`src/rtl/interconnect_pkg.sv`:
```
// interconnect_pkg
//   Shared types and constants for the interconnect host-port arbiter.
//   - arb_state_e      : arbiter FSM states (IDLE, BUSY)
//   - host_req_t       : one master's request bundle on the native bus
//   - DEFAULT_ERR_DATA : read data returned when a transaction is forced closed
package interconnect_pkg;

  typedef enum logic {
    IDLE = 1'b0,
    BUSY = 1'b1
  } arb_state_e;

  typedef struct packed {
    logic        valid;
    logic [30:0] addr;
    logic        write;
    logic [31:0] wdata;
    logic [3:0]  wstrb;
  } host_req_t;

  localparam logic [31:0] DEFAULT_ERR_DATA = 32'hDEAD_BEEF;

endpackage

```
`src/rtl/interconnect_rr_pick.sv`:
```
// interconnect_rr_pick
//   Combinational two-way round-robin selector.
//   Ports:
//     req[1:0]   in  : request lines, bit 0 = m0, bit 1 = m1
//     last_grant in  : master that owned the previous transaction
//     gnt        out : selected master (0 = m0, 1 = m1), valid when any = 1
//     any        out : at least one request present
module interconnect_rr_pick (
  input  logic [1:0] req,
  input  logic       last_grant,
  output logic       gnt,
  output logic       any
);

  always_comb begin
    any = |req;
    gnt = 1'b0;
    case (req)
      2'b01:   gnt = 1'b0;
      2'b10:   gnt = 1'b1;
      // Contention: the master that did not go last wins.
      2'b11:   gnt = ~last_grant;
      default: gnt = 1'b0;
    endcase
  end

endmodule

```
`src/rtl/interconnect_arbiter.sv`:
```
// interconnect_arbiter
//   Two-master, one-target arbiter for the native valid/ready memory bus.
//   Round-robin grant, held for one complete transaction; one bubble cycle
//   between back-to-back transactions.
//   Optional feature macro: INTERCONNECT_ARB_TIMEOUT_EN
//     defined   -> watchdog forces completion with ERR_DATA after
//                  TIMEOUT_CYCLES stalled BUSY cycles and sets timeout_err
//     undefined -> no watchdog, timeout_err tied 0, err_clr unused
//   Ports:
//     sys_clk, rst_n               : clock (rising edge), async active-low reset
//     m0_*/m1_* valid,addr,write,
//       wdata,wstrb  (in)          : master requests
//     m0_rdata/m1_rdata (out)      : broadcast read data
//     m0_ready/m1_ready (out)      : one-cycle completion pulse to owner
//     tgt_valid,addr,write,wdata,
//       wstrb (out)                : granted request toward the target
//     tgt_rdata, tgt_ready (in)    : target response
//     timeout_err (out), err_clr (in) : sticky watchdog flag and its clear
module interconnect_arbiter
  import interconnect_pkg::*;
#(
  parameter int unsigned TIMEOUT_CYCLES = 256,
  parameter logic [31:0] ERR_DATA       = DEFAULT_ERR_DATA
) (
  input  logic        sys_clk,
  input  logic        rst_n,
  input  logic        m0_valid,
  input  logic [30:0] m0_addr,
  input  logic        m0_write,
  input  logic [31:0] m0_wdata,
  input  logic [3:0]  m0_wstrb,
  output logic [31:0] m0_rdata,
  output logic        m0_ready,
  input  logic        m1_valid,
  input  logic [30:0] m1_addr,
  input  logic        m1_write,
  input  logic [31:0] m1_wdata,
  input  logic [3:0]  m1_wstrb,
  output logic [31:0] m1_rdata,
  output logic        m1_ready,
  output logic        tgt_valid,
  output logic [30:0] tgt_addr,
  output logic        tgt_write,
  output logic [31:0] tgt_wdata,
  output logic [3:0]  tgt_wstrb,
  input  logic [31:0] tgt_rdata,
  input  logic        tgt_ready,
  output logic        timeout_err,
  input  logic        err_clr
);

  host_req_t  req0, req1;
  arb_state_e state_q, state_d;
  logic       grant_q, grant_d;
  logic       last_grant_q, last_grant_d;
  logic       pick_gnt, pick_any;
  logic       timeout_hit;
  logic       done;

  assign req0 = '{valid: m0_valid, addr: m0_addr, write: m0_write,
                  wdata: m0_wdata, wstrb: m0_wstrb};
  assign req1 = '{valid: m1_valid, addr: m1_addr, write: m1_write,
                  wdata: m1_wdata, wstrb: m1_wstrb};

  interconnect_rr_pick u_pick (
    .req        ({req1.valid, req0.valid}),
    .last_grant (last_grant_q),
    .gnt        (pick_gnt),
    .any        (pick_any)
  );

`ifdef INTERCONNECT_ARB_TIMEOUT_EN
  localparam logic [15:0] TMO_LAST = 16'(TIMEOUT_CYCLES - 1);

  logic [15:0] tmo_cnt_q;
  logic        timeout_err_q;

  // tgt_ready in the expiry cycle takes priority, so no forced completion.
  assign timeout_hit = (state_q == BUSY) && !tgt_ready && (tmo_cnt_q == TMO_LAST);

  // Counter sits at 0 throughout IDLE, so it is clear on entry to BUSY.
  always_ff @(posedge sys_clk or negedge rst_n) begin
    if (!rst_n) begin
      tmo_cnt_q <= '0;
    end else if (state_q == IDLE) begin
      tmo_cnt_q <= '0;
    end else if (!tgt_ready) begin
      tmo_cnt_q <= tmo_cnt_q + 16'd1;
    end
  end

  // Set has priority over clear.
  always_ff @(posedge sys_clk or negedge rst_n) begin
    if (!rst_n) begin
      timeout_err_q <= 1'b0;
    end else if (timeout_hit) begin
      timeout_err_q <= 1'b1;
    end else if (err_clr) begin
      timeout_err_q <= 1'b0;
    end
  end

  assign timeout_err = timeout_err_q;
`else
  logic unused_cfg;

  assign unused_cfg  = err_clr | (TIMEOUT_CYCLES == 0);
  assign timeout_hit = 1'b0;
  assign timeout_err = 1'b0;
`endif

  assign done = (state_q == BUSY) && (tgt_ready || timeout_hit);

  always_ff @(posedge sys_clk or negedge rst_n) begin
    if (!rst_n) begin
      state_q      <= IDLE;
      grant_q      <= 1'b0;
      last_grant_q <= 1'b1;
    end else begin
      state_q      <= state_d;
      grant_q      <= grant_d;
      last_grant_q <= last_grant_d;
    end
  end

  always_comb begin
    state_d      = state_q;
    grant_d      = grant_q;
    last_grant_d = last_grant_q;
    case (state_q)
      IDLE: begin
        if (pick_any) begin
          grant_d = pick_gnt;
          state_d = BUSY;
        end
      end
      BUSY: begin
        if (done) begin
          last_grant_d = grant_q;
          state_d      = IDLE;
        end
      end
      default: state_d = IDLE;
    endcase
  end

  // Request fields are forced to zero while no grant is held.
  always_comb begin
    tgt_valid = 1'b0;
    tgt_addr  = '0;
    tgt_write = 1'b0;
    tgt_wdata = '0;
    tgt_wstrb = '0;
    if (state_q == BUSY) begin
      tgt_valid = 1'b1;
      tgt_addr  = grant_q ? req1.addr  : req0.addr;
      tgt_write = grant_q ? req1.write : req0.write;
      tgt_wdata = grant_q ? req1.wdata : req0.wdata;
      tgt_wstrb = grant_q ? req1.wstrb : req0.wstrb;
    end
  end

  assign m0_ready = done && !grant_q;
  assign m1_ready = done &&  grant_q;
  assign m0_rdata = timeout_hit ? ERR_DATA : tgt_rdata;
  assign m1_rdata = timeout_hit ? ERR_DATA : tgt_rdata;

endmodule
```
`config.mk`:
```
export PLATFORM = sky130hd
export DESIGN_NAME = interconnect_arbiter
export DESIGN_NICKNAME = d
export VERILOG_FILES = /design/src/rtl/interconnect_pkg.sv /design/src/rtl/interconnect_rr_pick.sv /design/src/rtl/interconnect_arbiter.sv
export SDC_FILE = /design/constraint.sdc
export NUM_CORES = 1
export LEC_CHECK = 0
export ABC_CLOCK_PERIOD_IN_PS = 1290
export CORE_AREA = 2 2 121 123
export CTS_BUF_LIST = sky130_fd_sc_hd__clkbuf_4 sky130_fd_sc_hd__clkbuf_8
export CTS_CLUSTER_SIZE = 20
export DETAILED_ROUTE_END_ITERATION = 8
export DIE_AREA = 0 0 123 125
export PLACE_DENSITY_LB_ADDON = 0.25
export SETUP_SLACK_MARGIN = 0.02
export SLEW_MARGIN = 30
export SYNTH_ARGS = -nofsm -noshare
export SYNTH_HDL_FRONTEND = slang
export SYNTH_SLANG_ARGS = --single-unit
```
`constraint.sdc`:
```
create_clock -name sys_clk -period 1.29 [get_ports sys_clk]
set_input_delay 0.129 -clock sys_clk [delete_from_list [all_inputs] [get_ports sys_clk]]
set_output_delay 0.129 -clock sys_clk [all_outputs]
set_load 0.1 [all_outputs]
```
==> results of run 1 <==
## kinds of logic after synthesis
group	Yosys count
buffers and inverters	81
DFF	3
muxes	68
AOI/OAI and AO/OA	3
other	1
and+or+nand+nor	73
## cell type report
cell class	count	share of cell area, %
tap	184	4.40
multi-input combinational	145	34.4
clock buffer	4	0.933
sequential	3	1.60
inverter	1	0.167
timing repair buffer	227	58.5
## worst paths after layout
| path | slack [ns] | start | cells past startpoint | endpoint |
|---|---|---|---|---|
| max reg2reg | 0.05 | grant_q | 3 | last_grant_q |
| max | -0.36 | grant_q | 4 | tgt_wdata[21] |
| min in group sys_clk | 0.26 | tgt_rdata[11] | 0 | m1_rdata[11] |
| max in group asynchronous | 0.95 | rst_n | 1 | last_grant_q |
| min | 0.11 | rst_n | 1 | grant_q |
| min reg2reg | 0.51 | last_grant_q | 1 | last_grant_q |
## synthesized netlist by cell type
| cell | n |
|---|---|
| a21o_1 | 1 |
| a32o_1 | 1 |
| and3_1 | 1 |
| buf_4 | 65 |
| buf_6 | 3 |
| buf_8 | 7 |
| clkbuf_1 | 5 |
| conb_1 | 1 |
| dfrtp_1 | 2 |
| dfstp_2 | 1 |
| inv_2 | 1 |
| mux2i_1 | 68 |
| nand2_1 | 2 |
| nand2b_1 | 1 |
| nor2_1 | 69 |
| o31a_1 | 1 |
## power groups by stage
| stage | Clock, mW | Sequential [mW] | Combinational (mW) |
|---|---|---|---|
| 6_report | 0.293 | 0.168 | 7.27 |
| 5_1_grt | 0.315 | 0.173 | 7.49 |
| 4_1_cts | 0.303 | 0.166 | 7.20 |
| 3_5_place_dp | 0 | 0.173 | 6.85 |
| 3_3_place_gp | 0 | 0.168 | 6.82 |
| 2_1_floorplan | 0 | 0.163 | 5.45 |
## repair_timing
action,in CTS,in global routing
setup buffers,1,0
setup endpoints to repair,70,70
hold buffers,0,0
pin swaps,3,0
resized for setup,53,17
## state kept, by name, summed over array words and instances (netlist names)
register / cells
grant_q: 1
last_grant_q: 1
state_q: 1
## metal layers
| layer | global-route usage [%] | vias to the layer above | wire length [um] |
|---|---|---|---|
| met3 | 3.06 | 39 | 978 |
| met2 | 21.2 | 120 | 4750 |
| met1 | 9.07 | 969 | 2370 |
| met5 | 0 | - | 0 |
| met4 | 4.21 | 0 | 281 |
| li1 | - | 985 | - |
## worst register-to-register path: cells and delay by family (launching register included)
kind / cells / cell delay, ns
flops: 1 / 0.53
buf+inv: 1 / 0.21
compound gates: 1 / 0.16
simple gates: 1 / 0.26
==> flow_metrics.tcl, run 1 <==
set metrics [dict create \
    status "finished, violations left" \
    violations "negative setup slack" \
    core_um2 14200 \
    rsz0062_at_grt "true" \
    clockBufferDepth 2 \
    drc_errors 0 \
    path_delay_family "flip-flops" \
    syn-cell-area_um2 1720 \
    antenna_found_initial 0 \
    critPathBufInv 2 \
    switching_power_mw 4.42 \
    grt_max_degree 26 \
    nets 555 \
    setup_tns_ns -22.20 \
    clk_latency_ns 0.22 \
    synth_sequential_area_ratio_pct 4.45 \
    ant_nets 0 \
    dp_slack_ns -0.215 \
    grt_first_pass_wirelength_mm 12.6 \
    yosysWarnings 0 \
    cp.arrival_ns 1.52 \
    worstSetupStartpointType "register" \
    dr.pass1.iters 4 \
    path_clk_slew_ns 0.03 \
    finalWeightedCongestion 0.687 \
    design_area_um2 5230 \
    regArea_um2 83.8 \
    layout-drive-gt1-share_pct 60.0 \
    die_x_um 123 \
    worstPathMaxFanout 25 \
    dp_cells 559 \
    cts_htree_levels 1 \
    synthXorXnorAreaFrac_pct 0 \
    syn_inst 229 \
    p_clk_share_pct 3.8 \
    critical_path.slowest_cell "dfrtp_4" \
    layout_min_cycle_time_ns 1.65 \
    post-route-util_pct 36.8 \
    yosys-mux-area-fraction_pct 39.7 \
    powerDensity_nw_per_um2 1480 \
    avgSynthCellArea_um2 7.49 \
    timing.final.crit_share_pct 128 \
    fill_cells 1396 \
    timing.hold.ws_ns 0.105 \
    synth_seq_cells 3 \
    grt_pass1_vias 2355 \
    synth_top_family_by_area "multiplexers" \
    cts_inserted_buffers 3 \
    synth_fa_ha_area_share_pct 0 \
    synth_top_area_share_pct 39.7 \
    final_cell_mix "140 x clkdlybuf4s50_1, 79 x buf_12, 69 x nor2_4, 57 x mux2i_2, 7 x buf_4" \
    synth_top_area_cell "mux2i_1" \
    num_vias 2113 \
    multi_input_area_um2 1800 \
    setup_slack_ns -0.360 \
    track_usage_pct 10.4 \
    rows 44 \
    critPathKind "reg -> out" \
    finalHoldViolCount 0 \
    seqPwrFrac_pct 2.2 \
    clock_sinks 3 \
    cts_root_buffer "clkbuf_8" \
    setup_violations 70 \
    layoutNonFillerInstCount 564 \
    crit_path_max_incr_delay_ns 0.48 \
    skew_ns 0.00354 \
    area_growth_pct 205 \
    dieHeight_um 125 \
    place_area_um2 4880 \
    p_leak_nw 1.89 \
    io_pins 310 \
    fmax_mhz 606 \
    p_sw_share_pct 57.2 \
    start_util_pct 12.1 \
    place_hpwl_mm 6.81 \
    gr-total-overflow 0 \
    wl_per_cell_um 14.9 \
    dieArea_um2 15400 \
    port-buffer-count 211 \
    yosys.area_share.simple_pct 16.3 \
    synth_compound_area_share_pct 1.53 \
    power_frac_comb_pct 94.0 \
    diodes 0 \
    end_kind "primary output" \
    cp_cell_sequence "buf_16 -> mux2i_1 -> nor2_4 -> buf_12" \
    irDropWorstVdd_mv 0.670 \
    hold_class "in -> async" \
    cts_tree "built" \
    first_iter_violations 16 \
    post_drt_via_cell_ratio 3.75 \
    synth_nets 403 \
    final_common_cell "clkdlybuf4s50_1" \
    cp.required_ns 1.16 \
    internal_power_mw 3.31 \
    wirelength_mm 8.38 \
    netlist_top_cells_area "mux2i_1 40%, buf_4 28%, nor2_1 15%" \
    max_cap_violations 0 \
    synth.distinct_cells 16 \
    drv_slew 0 \
    power_mw 7.73 \
]
(Power assumes the default switching activity.)
==> run 2: changes to the inputs <==
--- a/config.mk
+++ b/config.mk
@@ -5,12 +5,14 @@
 export SDC_FILE = /design/constraint.sdc
 export NUM_CORES = 1
 export LEC_CHECK = 0
+export ABC_AREA = 1
 export ABC_CLOCK_PERIOD_IN_PS = 1290
 export CORE_AREA = 2 2 121 123
 export CTS_BUF_LIST = sky130_fd_sc_hd__clkbuf_4 sky130_fd_sc_hd__clkbuf_8
 export CTS_CLUSTER_SIZE = 20
 export DETAILED_ROUTE_END_ITERATION = 8
 export DIE_AREA = 0 0 123 125
+export HOLD_SLACK_MARGIN = 0.1
 export PLACE_DENSITY_LB_ADDON = 0.25
 export SETUP_SLACK_MARGIN = 0.02
 export SLEW_MARGIN = 30
==> run 2 against run 1 <==
  * The run still ends with negative setup slack left
  * Synthesized area fell by 6.1%
  * Die area did not move
  * Sequential power rose by 11%
  * Via count rose by 26%
  * Wire length rose by 25%
  * Clock power barely moved
  * Setup slack improved by 0.086 ns
  * Utilization rose by 3.6 points
  * Combinational power rose by 100%
  * Critical path depth rose by 1
  * Sequential share of layout area fell by 0.19 points
  * Largest cell class unchanged
  * Highest routed layer unchanged
==> flow_metrics.tcl, run 2 <==
set metrics [dict create \
    syn-cell-area_um2 1610 \
    setup_slack_ns -0.274 \
    start_util_pct 11.3 \
    clk_latency_ns 0.21 \
    post_drt_via_cell_ratio 3.90 \
    setup_violations 71 \
    status "finished, violations left" \
    rows 44 \
    violations "negative setup slack" \
    hold_class "in -> async" \
    synth_top_area_share_pct 34.5 \
    worstSetupStartpointType "register" \
    place_area_um2 5060 \
    synthFlopType "dfrtp_1" \
    synth.most_common_cell "nor2_1" \
    finalHoldViolCount 0 \
    synth_top_area_cell "buf_4" \
    ant_nets 0 \
    reg_top3 "grant_q x1, last_grant_q x1, state_q x1" \
    layout-drive-gt1-share_pct 58.5 \
    synth_nets 482 \
    clock_sinks 3 \
    synthTopCellsByCount "138 x nor2_1, 74 x buf_4, 60 x o21ai_0" \
    regArea_um2 81.3 \
    yosys.area_share.simple_pct 33.6 \
    p_leak_nw 2.17 \
    io_pins 310 \
    cts_hold_buf 0 \
    die_x_um 123 \
    synthArstFlopShare_pct 100 \
    powerDensity_nw_per_um2 2680 \
    finalWeightedCongestion 0.758 \
    syn_inst 308 \
    power_mw 15.4 \
    path_clk_slew_ns 0.03 \
    port-buffer-count 211 \
    nets 674 \
    netlist_top_cells_area "buf_4 34%, nor2_1 32%, o21ai_0 19%" \
    synth_compound_area_share_pct 22.3 \
    drv_slew 0 \
    timing.hold.ws_ns 0.102 \
    final_common_cell "clkdlybuf4s50_1" \
    rrSetupSlack_ns 0.01 \
    skew_ns 0.00146 \
    synth_edf_count 0 \
    grt_max_degree 38 \
    r2r-start "state_q" \
    cp.arrival_ns 1.43 \
    area_growth_pct 256 \
    avgSynthCellArea_um2 5.23 \
    irDropWorstVdd_mv 1.14 \
    r2r-end "last_grant_q" \
    synthXorXnorAreaFrac_pct 0 \
    cts_root_buffer "clkbuf_8" \
    gr-total-overflow 0 \
    fmax_mhz 639 \
    multi_input_area_um2 1730 \
    critPathKind "reg -> out" \
    core_um2 14200 \
    wl_per_cell_um 15.3 \
    cp.required_ns 1.16 \
    synth_fa_ha_area_share_pct 0 \
    antenna_found_initial 0 \
    clockBufferDepth 2 \
    cts_inserted_buffers 3 \
    dieArea_um2 15400 \
    end_kind "primary output" \
    track_usage_pct 10.9 \
    dieHeight_um 125 \
    fill_cells 1416 \
    num_vias 2664 \
    layout_min_cycle_time_ns 1.56 \
    first_iter_violations 29 \
    setup_tns_ns -16.84 \
    rr_worst_depth 7 \
    worstPathMaxFanout 17 \
    wirelength_mm 10.4 \
    synth.distinct_cells 13 \
    grt_first_pass_wirelength_mm 13.7 \
    yosysWarnings 0 \
    final_cell_mix "140 x clkdlybuf4s50_1, 84 x buf_12, 75 x nor2_4, 43 x nor2_2, 42 x o21ai_1" \
    place_hpwl_mm 7.36 \
    grt_pass1_vias 2820 \
    max_cap_violations 0 \
    rsz0062_at_grt "true" \
    diodes 0 \
    cts_htree_levels 1 \
    synth_top_family_by_area "buffers and inverters" \
    yosys-mux-area-fraction_pct 0 \
    cts_tree "built" \
    synth_sequential_area_ratio_pct 4.74 \
    synth_seq_cells 3 \
    dr.pass1.iters 4 \
    drc_errors 0 \
    design_area_um2 5740 \
    timing.final.crit_share_pct 121 \
]
run 2: cell count changes in the layout (fill, tap and decap cells not counted), moves of 6 or more:
cell / before / now
buf_4: 7 / 36
clkbuf_16: 0 / 9
mux2i_2: 57 / 0
mux2i_4: 6 / 0
nor2_1: 0 / 20
nor2_2: 0 / 43
nor2_4: 69 / 75
o21ai_1: 0 / 42
o21ai_2: 0 / 25
run 2: what timing repair did:
item	CTS	global route
setup endpoints to repair	71	71
cloned	0	11
gates resized for setup	41	101
setup buffers	1	5
pin swaps	1	10
run 2: per-layer routing:
layer  GRT usage [%]  wire length [um]  vias up
met3            2.69               918       16
met2            21.9              5700      139
met1            10.8              3700     1209
met5               0                 0        -
met4            2.74               125        0
li1                -                 -     1300
run 2: final cells by class:
| cell class | count | share of cell area (%) |
|---|---|---|
| multi-input combinational | 216 | 30.1 |
| inverter | 2 | 0.349 |
| timing repair buffer | 274 | 63.3 |
| tap | 184 | 4.01 |
| clock buffer | 4 | 0.849 |
| sequential | 3 | 1.42 |
run 2: report_power, final:
group          internal [mW]  leakage, nW  total [mW]  switching, mW
sequential             0.151       0.0321       0.187         0.0364
combinational           5.73         2.11        14.9           9.17
clock                  0.232       0.0262       0.292         0.0605
run 2: cells by family after synthesis:
| family | after synthesis |
|---|---|
| buf+inv | 89 |
| flops | 3 |
| simple gates | 144 |
| compound gates | 71 |
| other cells | 1 |
run 2: how the worst max path moves through the flow:
stage                  from            to  slack [ns]  cells after the start
floorplan           state_q   tgt_addr[4]       -0.29                      3
global placement    grant_q  tgt_addr[26]       -0.15                      5
detailed placement  grant_q  tgt_addr[26]       -0.16                      5
CTS                 grant_q  tgt_addr[19]       -0.28                      5
global route        state_q   tgt_addr[3]       -0.32                      5
finish              grant_q   tgt_addr[0]       -0.27                      5
run 2: metrics by stage:
step	cells	setup WS [ns]	utilization (%)
finish	683	-0.274	40.4
global placement	667	-0.153	35.6
floorplan	308	-0.286	-
global route	683	-0.324	40.4
CTS	672	-0.283	36.5
detailed placement	667	-0.164	35.6
run 2: critical path: stages, from the launching register on:
cell     delay (ns)
dfrtp_2        0.40
buf_12         0.15
buf_12         0.15
o21ai_1        0.25
nor2_4         0.08
buf_12         0.17
==> run 3: changes to the inputs <==
--- a/config.mk
+++ b/config.mk
@@ -6,7 +6,7 @@
 export NUM_CORES = 1
 export LEC_CHECK = 0
 export ABC_AREA = 1
-export ABC_CLOCK_PERIOD_IN_PS = 1290
+export ABC_CLOCK_PERIOD_IN_PS = 1740
 export CORE_AREA = 2 2 121 123
 export CTS_BUF_LIST = sky130_fd_sc_hd__clkbuf_4 sky130_fd_sc_hd__clkbuf_8
 export CTS_CLUSTER_SIZE = 20
==> constraint.sdc (replaced) <==
create_clock -name sys_clk -period 1.74 [get_ports sys_clk]
set_input_delay 0.174 -clock sys_clk [delete_from_list [all_inputs] [get_ports sys_clk]]
set_output_delay 0.174 -clock sys_clk [all_outputs]
set_load 0.1 [all_outputs]
==> run 3 against run 2 <==
  * The run now ends clean
  * Flip-flop and latch count did not move
  * First-iteration DRC count up 110%
  * Clock power decreased by 25%
  * Final cell count shrank 7.8%
  * Global-route usage down 0.96 points
  * Non-clock buffer count is 53 lower
  * Largest cell class unchanged
  * Largest power group unchanged
==> flow_metrics.tcl, run 3 (synthesis gave the netlist of run 2 again) <==
set metrics [dict create \
    critPathKind "reg -> out" \
    cts_root_buffer "clkbuf_8" \
    reg_top3 "grant_q x1, last_grant_q x1, state_q x1" \
    cp.required_ns 1.57 \
    port-buffer-count 211 \
    nets 621 \
    drc_errors 0 \
    dieHeight_um 125 \
    die_x_um 123 \
    worstSetupStartpointType "register" \
    track_usage_pct 9.96 \
    rsz0062_at_grt "true" \
    layout-drive-gt1-share_pct 36.8 \
    cts_hold_buf 0 \
    antenna_found_initial 0 \
    dieArea_um2 15400 \
    final_common_cell "clkdlybuf4s50_1" \
    cp_cell_sequence "buf_12 -> inv_8 -> clkbuf_16 -> nor2_1 -> nor2_4 -> buf_12" \
    hold_class "in -> async" \
    first_iter_violations 60 \
    dp_cells 623 \
    drv_slew 0 \
    gr-total-overflow 0 \
    core_um2 14200 \
    grt_max_degree 51 \
    cp.arrival_ns 1.50 \
    worstPathMaxFanout 28 \
    switching_power_mw 6.31 \
    wl_per_cell_um 13.4 \
    internal_power_mw 3.54 \
    clockBufferDepth 2 \
    place_hpwl_mm 6.53 \
    layoutNonFillerInstCount 630 \
    grt_pass1_vias 2579 \
    layout_min_cycle_time_ns 1.67 \
    start_util_pct 11.3 \
    p_sw_share_pct 64.1 \
    max_cap_violations 0 \
    powerDensity_nw_per_um2 2050 \
    setup_tns_ns 0 \
    irDropWorstVdd_mv 0.823 \
    critical_path.slowest_cell "dfrtp_2" \
    crit_path_max_incr_delay_ns 0.42 \
    critPathBufInv 4 \
    rows 44 \
    p_clk_share_pct 2.2 \
    area_growth_pct 199 \
    ant_nets 0 \
    wirelength_mm 8.47 \
    post_drt_via_cell_ratio 3.88 \
    cts_htree_levels 1 \
    clock_sinks 3 \
    skew_ns 0.00108 \
    diodes 0 \
    path_delay_family "buffers and inverters" \
    final_cell_mix "140 x clkdlybuf4s50_1, 75 x buf_12, 70 x nor2_4, 65 x nor2_1, 60 x o21ai_0" \
    dr.pass1.iters 4 \
    num_vias 2443 \
    setup_violations 0 \
    path_clk_slew_ns 0.03 \
    io_pins 310 \
    p_leak_nw 1.80 \
    cts_tree "built" \
    fmax_mhz 598 \
    power_frac_comb_pct 96.4 \
    finalWeightedCongestion 0.700 \
    clk_latency_ns 0.22 \
    grt_first_pass_wirelength_mm 12.6 \
    end_kind "primary output" \
    finalHoldViolCount 0 \
    cts_inserted_buffers 3 \
    path_common_cell "buf_12" \
    seqPwrFrac_pct 1.4 \
    status "finished clean" \
    timing.final.crit_share_pct 96.1 \
]
run 3: cell count changes in the layout (fill, tap and decap cells not counted), sizes merged:
cell / before / now
clkinv: 1 / 0
buf: 125 / 78
clkbuf: 13 / 7
inv: 1 / 2
run 3: layout make-up:
class | instances | area [um^2]
Clock buffer | 4 | 48.8
Fill cell | 1491 | 9390
Inverter | 2 | 15.0
Multi-Input combinational cell | 216 | 1440
Sequential cell | 3 | 81.3
Tap cell | 184 | 230
Timing Repair Buffer | 221 | 3000
run 3: final timing paths:
path,slack (ns),to,cells past startpoint,from
worst max register to register,0.59,last_grant_q,4,state_q
worst min register to register,0.48,last_grant_q,2,last_grant_q
max in group asynchronous,1.37,last_grant_q,1,rst_n
min in group sys_clk,0.35,m0_rdata[1],0,tgt_rdata[1]
worst max-delay path,0.07,tgt_wdata[6],6,grant_q
worst min-delay path,0.15,state_q,1,rst_n
run 3: worst register-to-register path: cells and delay by family (launching register included):
family / cells / cell delay (ns)
AOI/OAI and AO/OA: 1 / 0.08
DFF: 1 / 0.47
and+or+nand+nor: 2 / 0.31
buffers and inverters: 1 / 0.21
run 3: power by group through the flow:
stage          sequential, mW  clock, mW  combinational (mW)
2_1_floorplan           0.170          0                6.73
3_3_place_gp            0.137          0                9.30
3_5_place_dp            0.138          0                9.36
4_1_cts                 0.137      0.229                9.37
5_1_grt                 0.142      0.240                9.84
6_report                0.137      0.220                9.50
run 3: stage by stage:
step / power, mW / util (%) / hold slack, ns / setup slack (ns) / area, um^2
after CTS: 9.73 / 33.3 / 0.138 / 0.0216 / 4730
after detailed placement: 9.49 / 32.9 / 0.349 / 0.259 / 4680
after floorplan: 6.90 / - / -0.122 / 0.0568 / 2140
after global placement: 9.44 / 32.9 / 0.349 / 0.260 / 4680
after global routing: 10.2 / 33.9 / 0.138 / 0.00348 / 4810
final: 9.85 / 33.9 / 0.146 / 0.0685 / 4810
run 3: what timing repair did:
item,in CTS,in global routing
buffers inserted,0,0
resized for setup,0,5
setup endpoints to repair,0,68
run 3: routing by layer:
metal	GRT usage, %	part of all wire [%]	routed length (um)
met1	9.93	34	2860
met2	19.4	54	4570
met3	3.19	10	888
met4	2.54	1.7	146
met5	0	0	0
